==> src/rtl/multi_hexdriver.sv <==
// multi_hexdriver
//   Multi-digit 7-segment driver. A load strobe captures a binary value and a
//   radix select; hex mode maps nibbles straight to digits, decimal mode runs a
//   sequential double-dabble conversion (one bit per cycle) first. All display
//   outputs are registered and active-low (segment order gfe_dcba).
//
//   Optional feature (compile-time macro HEX_LZ_BLANK_EN):
//     defined   -> leading zero digits are blanked, display 0 is never blanked
//     undefined -> every display shows its digit, leading zeros included
//
// Parameters
//   WIDTH    bit width of the input value (>= 1)
//   DIGITS   number of 7-segment displays driven (>= 1)
//
// Ports
//   clk       system clock, rising edge
//   reset     synchronous active-high reset
//   load      1-cycle strobe, accepted only while busy == 0
//   value     unsigned value to display
//   hex_mode  1 = hexadecimal, 0 = decimal
//   busy      high while a request is in progress
//   done      1-cycle pulse once HEX has been updated
//   HEX       display d on HEX[7*d+6:7*d], d = 0 least significant

module multi_hexdriver #(
  parameter int unsigned WIDTH  = 16,
  parameter int unsigned DIGITS = 4
) (
  input  logic                  clk,
  input  logic                  reset,
  input  logic                  load,
  input  logic [WIDTH-1:0]      value,
  input  logic                  hex_mode,
  output logic                  busy,
  output logic                  done,
  output logic [7*DIGITS-1:0]   HEX
);

  // BCD digits needed to hold 2^WIDTH-1 (conservative bound).
  localparam int unsigned ND = (WIDTH + 2) / 3;
  localparam int unsigned CW = $clog2(WIDTH + 1);
  // Nibble counts padded so every display index is a legal select.
  localparam int unsigned NP = (ND > DIGITS) ? ND : DIGITS;
  localparam int unsigned NH = ((WIDTH + 3) / 4 > DIGITS) ? (WIDTH + 3) / 4 : DIGITS;

  localparam logic [1:0] StIdle = 2'd0;
  localparam logic [1:0] StConv = 2'd1;
  localparam logic [1:0] StDone = 2'd2;

  localparam logic [6:0] SegZero  = 7'b100_0000;
  localparam logic [6:0] SegDash  = 7'b011_1111;
  localparam logic [6:0] SegBlank = 7'b111_1111;

  logic [1:0]          state_q, state_d;
  logic [CW-1:0]       cnt_q, cnt_d;
  logic [WIDTH-1:0]    sh_q, sh_d;
  logic [4*ND-1:0]     bcd_q, bcd_d;
  logic                hexm_q, hexm_d;
  logic                done_q, done_d;
  logic [7*DIGITS-1:0] hex_q, hex_d;

  // Active-low segment pattern for one nibble.
  function automatic logic [6:0] seg7(input logic [3:0] nib);
    logic [6:0] s;
    case (nib)
      4'h0:    s = 7'b100_0000;
      4'h1:    s = 7'b111_1001;
      4'h2:    s = 7'b010_0100;
      4'h3:    s = 7'b011_0000;
      4'h4:    s = 7'b001_1001;
      4'h5:    s = 7'b001_0010;
      4'h6:    s = 7'b000_0010;
      4'h7:    s = 7'b111_1000;
      4'h8:    s = 7'b000_0000;
      4'h9:    s = 7'b001_1000;
      4'hA:    s = 7'b000_1000;
      4'hB:    s = 7'b000_0011;
      4'hC:    s = 7'b100_0110;
      4'hD:    s = 7'b010_0001;
      4'hE:    s = 7'b000_0110;
      default: s = 7'b000_1110;
    endcase
    return s;
  endfunction

  // ---------------------------------------------------------------------------
  // Double-dabble step: add 3 to every BCD nibble >= 5, then shift in value MSB.
  // ---------------------------------------------------------------------------
  logic [4*ND-1:0]  bcd_adj;
  logic [4*ND-1:0]  bcd_step;
  logic [WIDTH-1:0] sh_step;

  always_comb begin
    bcd_adj = bcd_q;
    for (int unsigned i = 0; i < ND; i++) begin
      if (bcd_q[4*i +: 4] >= 4'd5) begin
        bcd_adj[4*i +: 4] = bcd_q[4*i +: 4] + 4'd3;
      end
    end
    bcd_step = (bcd_adj << 1) | {{(4*ND-1){1'b0}}, sh_q[WIDTH-1]};
    sh_step  = sh_q << 1;
  end

  // ---------------------------------------------------------------------------
  // Display image computed from the finished result; registered in StDone.
  // ---------------------------------------------------------------------------
  logic [4*NP-1:0]     bcd_pad;
  logic [4*NH-1:0]     hex_pad;
  logic                ovf;
  logic [3:0]          nib [DIGITS];
  logic [DIGITS-1:0]   blank;
  logic [7*DIGITS-1:0] disp;
`ifdef HEX_LZ_BLANK_EN
  logic                lead;
`endif

  always_comb begin
    bcd_pad = '0;
    bcd_pad[4*ND-1:0] = bcd_q;
    // In hex mode the shift register still holds the captured value untouched.
    hex_pad = '0;
    hex_pad[WIDTH-1:0] = sh_q;

    // Any set bit above the displayable range means overflow.
    ovf = 1'b0;
    if (hexm_q) begin
      for (int unsigned i = 0; i < 4*NH; i++) begin
        if (i >= 4*DIGITS) ovf = ovf | hex_pad[i];
      end
    end else begin
      for (int unsigned i = 0; i < 4*NP; i++) begin
        if (i >= 4*DIGITS) ovf = ovf | bcd_pad[i];
      end
    end

    for (int unsigned d = 0; d < DIGITS; d++) begin
      nib[d] = hexm_q ? hex_pad[4*d +: 4] : bcd_pad[4*d +: 4];
    end

    blank = '0;
`ifdef HEX_LZ_BLANK_EN
    // Scan from the most significant display down; stop at the first nonzero.
    lead = 1'b1;
    for (int d = int'(DIGITS) - 1; d >= 1; d--) begin
      if (lead && (nib[d] == 4'h0)) begin
        blank[d] = 1'b1;
      end else begin
        lead = 1'b0;
      end
    end
`endif

    for (int unsigned d = 0; d < DIGITS; d++) begin
      if (ovf) begin
        disp[7*d +: 7] = SegDash;
      end else if (blank[d]) begin
        disp[7*d +: 7] = SegBlank;
      end else begin
        disp[7*d +: 7] = seg7(nib[d]);
      end
    end
  end

  // ---------------------------------------------------------------------------
  // Control FSM: IDLE -> (CONV x WIDTH) -> DONE -> IDLE, hex skips CONV.
  // ---------------------------------------------------------------------------
  always_comb begin
    state_d = state_q;
    cnt_d   = cnt_q;
    sh_d    = sh_q;
    bcd_d   = bcd_q;
    hexm_d  = hexm_q;
    done_d  = 1'b0;
    hex_d   = hex_q;
    case (state_q)
      StIdle: begin
        if (load) begin
          sh_d    = value;
          hexm_d  = hex_mode;
          bcd_d   = '0;
          cnt_d   = CW'(WIDTH);
          state_d = hex_mode ? StDone : StConv;
        end
      end
      StConv: begin
        bcd_d = bcd_step;
        sh_d  = sh_step;
        cnt_d = cnt_q - 1'b1;
        if (cnt_q == CW'(1)) state_d = StDone;
      end
      StDone: begin
        hex_d   = disp;
        done_d  = 1'b1;
        state_d = StIdle;
      end
      default: state_d = StIdle;
    endcase
  end

  always_ff @(posedge clk) begin
    if (reset) begin
      state_q <= StIdle;
      cnt_q   <= '0;
      sh_q    <= '0;
      bcd_q   <= '0;
      hexm_q  <= 1'b0;
      done_q  <= 1'b0;
      hex_q   <= {DIGITS{SegZero}};
    end else begin
      state_q <= state_d;
      cnt_q   <= cnt_d;
      sh_q    <= sh_d;
      bcd_q   <= bcd_d;
      hexm_q  <= hexm_d;
      done_q  <= done_d;
      hex_q   <= hex_d;
    end
  end

  assign busy = (state_q != StIdle);
  assign done = done_q;
  assign HEX  = hex_q;

endmodule

==> config.mk <==
export PLATFORM = sky130hd
export DESIGN_NAME = multi_hexdriver
export DESIGN_NICKNAME = d
export VERILOG_FILES = /design/src/rtl/multi_hexdriver.sv
export SDC_FILE = /design/constraint.sdc
export NUM_CORES = 1
export LEC_CHECK = 0
export BUFFER_PORTS_ARGS = -buffer_cell sky130_fd_sc_hd__buf_4
export CAP_MARGIN = 20
export CORE_MARGIN = 1
export CORE_UTILIZATION = 30
export DETAILED_ROUTE_END_ITERATION = 7
export PLACE_DENSITY_LB_ADDON = 0.2
export SLEW_MARGIN = 5
export SYNTH_ARGS = -nofsm -noshare
export SYNTH_HDL_FRONTEND = slang
export SYNTH_SLANG_ARGS = --single-unit
==> constraint.sdc <==
create_clock -name clk -period 2.3 [get_ports clk]
set_input_delay 0.115 -clock clk [delete_from_list [all_inputs] [get_ports clk]]
set_output_delay 0.115 -clock clk [all_outputs]
set_load 0.01 [all_outputs]
==> results.sh <==
export IMPL_post_cts_repair_setup_buffers=0
export IMPL_synth_nets=620
export IMPL_path_cells="buf_12 -> o21ai_0 -> inv_1 -> ha_1 -> o31a_1 -> a311oi_1"
export IMPL_cp_start_kind="register"
export IMPL_worst_pin_slew_ns=0.850
export IMPL_postRouteAntennaNets=0
export IMPL_pwr_share_seq_pct=39.2
export IMPL_synthTopCellsByArea="dfxtp_1 (34%), ha_1 (10%), a21oi_1 (6.2%), nand2_1 (5.1%), nor2_1 (4.7%)"
export IMPL_die_w_um=125
export IMPL_setup_violations=0
export IMPL_final_fill_count=1493
export IMPL_vdd_drop_max_mv=0.391
export IMPL_row_count=44
export IMPL_crit_fanout=31
export IMPL_finalCritPeriodShare_pct=94.2
export IMPL_violations="design-rule violations"
export IMPL_hp_class="primary input to register"
export IMPL_grt_max_degree=78
export IMPL_hold_viol=0
export IMPL_vias=4001
export IMPL_dp_hpwl_mm=7.72
export IMPL_skew_ns=0.00746
export IMPL_final_layout_size_suffix_gt1_share_pct=15.7
export IMPL_seq_area_frac_synth_pct=33.8
export IMPL_layout_common_cells="dfxtp_1 (77), nand2_1 (62), buf_4 (62)"
export IMPL_die_area_um2=15700
export IMPL_clk_latency_ns=0.34
export IMPL_fmax_ghz=0.461
export IMPL_cp_data_arrival_time_ns=2.42
export IMPL_cp_required_ns=2.55
export IMPL_leakagePower_nw=2.03
export IMPL_tritoncts="built"
export IMPL_power_density_nw_per_um2=687
export IMPL_grt_ovfl_total=0
export IMPL_pre_cts_ws_ns=0.163
export IMPL_async_reset_ff_share_pct=0
export IMPL_r2r_slack_ns=0.13
export IMPL_drt_initial_drc_count=324
export IMPL_cts_sinks=77
export IMPL_drc=16
export IMPL_io_pins=50
export IMPL_synth_cell_types=45
export IMPL_synth_area_um2=4550
export IMPL_cts_buffer_depth=2
export IMPL_layout_commonest_cell="dfxtp_1"
export IMPL_cts_root_buf="clkbuf_16"
export IMPL_postSynthCellCount=563
export IMPL_drv_slew=0
export IMPL_p_switching_mw=0.925
export IMPL_rsz0062_at_grt="no"
export IMPL_holdBufCountCts=0
export IMPL_wl_mm=11.1
export IMPL_core_area_um2=14700
export IMPL_cts_resized=0
export IMPL_status="finished with violations"
export IMPL_htreeDepth=3
export IMPL_vias_per_cell=5.06
export IMPL_slew_headroom_pct=43.3
export IMPL_initial_core_util_pct=31.0
export IMPL_yosysWarnings=0
export IMPL_nets=659
export IMPL_synthFlopType="dfxtp_1"
export IMPL_clkPwrFrac_pct=47.8
export IMPL_tns_ns=0
export IMPL_syn_avg_cell_area_um2=8.09
export IMPL_sw_frac_of_total_pct=24.8
export IMPL_routedWlPerCell_um=14.0
export IMPL_setup_slack_ns=0.133
export IMPL_antenna_found_initial=0
export IMPL_end_kind="register"
export IMPL_synth_top_cell_area_share_pct=33.8
export IMPL_io_buffers=49
export IMPL_max_cap_violations=0
export IMPL_grt_pass1_vias=3686
export IMPL_gp_congestion=0.865
export IMPL_synth_largest_area_cell="dfxtp_1"
export IMPL_area_growth_pct=19.4
export IMPL_internal_power_mw=2.81
export IMPL_die_y_um=125
export IMPL_path_class="register to register"
export IMPL_critical_path_slowest_cell="o21ai_0"
export IMPL_diodes=0
export IMPL_cts_buffers=9
export IMPL_ys_ff_latch=77
export IMPL_p_comb_share_pct=12.9
export IMPL_groute_usage_overall_pct=14.5
export IMPL_min_period_ns=2.17
export IMPL_clkTransAtPathRegs_ns=0.06
export IMPL_first_pass_iters=6
export IMPL_p_total_mw=3.74
export IMPL_slowest_delay_ns=0.46
export IMPL_grt_first_pass_wirelength_mm=18.5
export IMPL_synth_edf_count=0
-- synthesized netlist by cell type, drive strengths merged, types with 4 or more instances --
| cell type | number |
|---|---|
| a221o | 4 |
| mux2 | 6 |
| nor2 | 58 |
| a21oi | 56 |
| a22oi | 15 |
| nand2 | 62 |
| inv | 23 |
| xor2 | 5 |
| dfxtp | 77 |
| nor3 | 26 |
| clkbuf | 20 |
| a21boi | 4 |
| xnor2 | 8 |
| a311oi | 6 |
| a31oi | 12 |
| and2 | 6 |
| nor4 | 4 |
| buf | 15 |
| ha | 37 |
| a211oi | 15 |
| o21a | 4 |
| nand3 | 25 |
| nand2b | 8 |
| o211ai | 6 |
| o21ai | 32 |
| o22ai | 4 |
| mux2i | 10 |
-- flip-flops by register name, summed over array words and instances (netlist names) --
register	flops
hexm_q	1
HEX	28
done	1
state_q	2
bcd_pad	24
cnt_q	5
hex_pad	16
-- through the flow --
stage	area [µm²]	utilization [%]	hold WS, ns	cells
after floorplan	4550	-	0.251	563
after global placement	5070	34.5	0.367	775
after detailed placement	5070	34.5	0.382	775
after CTS	5440	37.0	0.0200	791
after global routing	5440	37.0	0.0510	791
final	5440	37.0	0.0268	791
-- worst paths after layout --
check,from,end,depth (start not counted)
setup / recovery,hexm_q,HEX[3],6
hold / removal,value[0],hex_pad[0],3
setup reg to reg,hexm_q,HEX[3],6
hold reg to reg,hex_pad[5],hex_pad[5],2
-- power groups by stage --
stage | combinational [mW] | clock [mW] | sequential (mW)
floorplan | 0.306 | 0 | 1.50
global placement | 0.483 | 0 | 1.50
detailed placement | 0.488 | 0 | 1.50
CTS | 0.489 | 1.82 | 1.47
global route | 0.534 | 1.88 | 1.48
finish | 0.483 | 1.79 | 1.47
-- routing by layer --
layer	global-route usage, %	wire, µm
met5	0	0
met3	3.04	259
met2	23.5	5120
met1	19.1	5700
met4	5.24	29
-- kinds of logic (layout without fill, tap and decap cells) --
logic type,after synthesis,count (layout),synth area share (%)
compound gates,166,166,23.0
xor+xnor,13,13,2.50
buf+inv,58,102,6.43
flops,77,77,33.8
mux,16,16,5.00
simple gates,196,196,19.1
fa+ha+maj,37,37,10.2
-- worst max-delay path, delay by kind of cell, from the launching register on --
kind            cells  cell delay (ns)
compound gates      3             1.02
fa+ha+maj           1             0.37
buf+inv             2             0.35
flops               1             0.33
-- area by class of cell --
cell class / instances / area (µm²) / share of cell area (%)
flip-flops and latches: 77 / 1540 / 28.3
inverters: 23 / 86.3 / 1.59
clock buffers: 10 / 239 / 4.39
clock inverters: 6 / 134 / 2.46
repair buffers: 63 / 485 / 8.93
multi-input cells: 428 / 2720 / 50.1
well taps: 184 / 230 / 4.23
(Power assumes the default switching activity.)
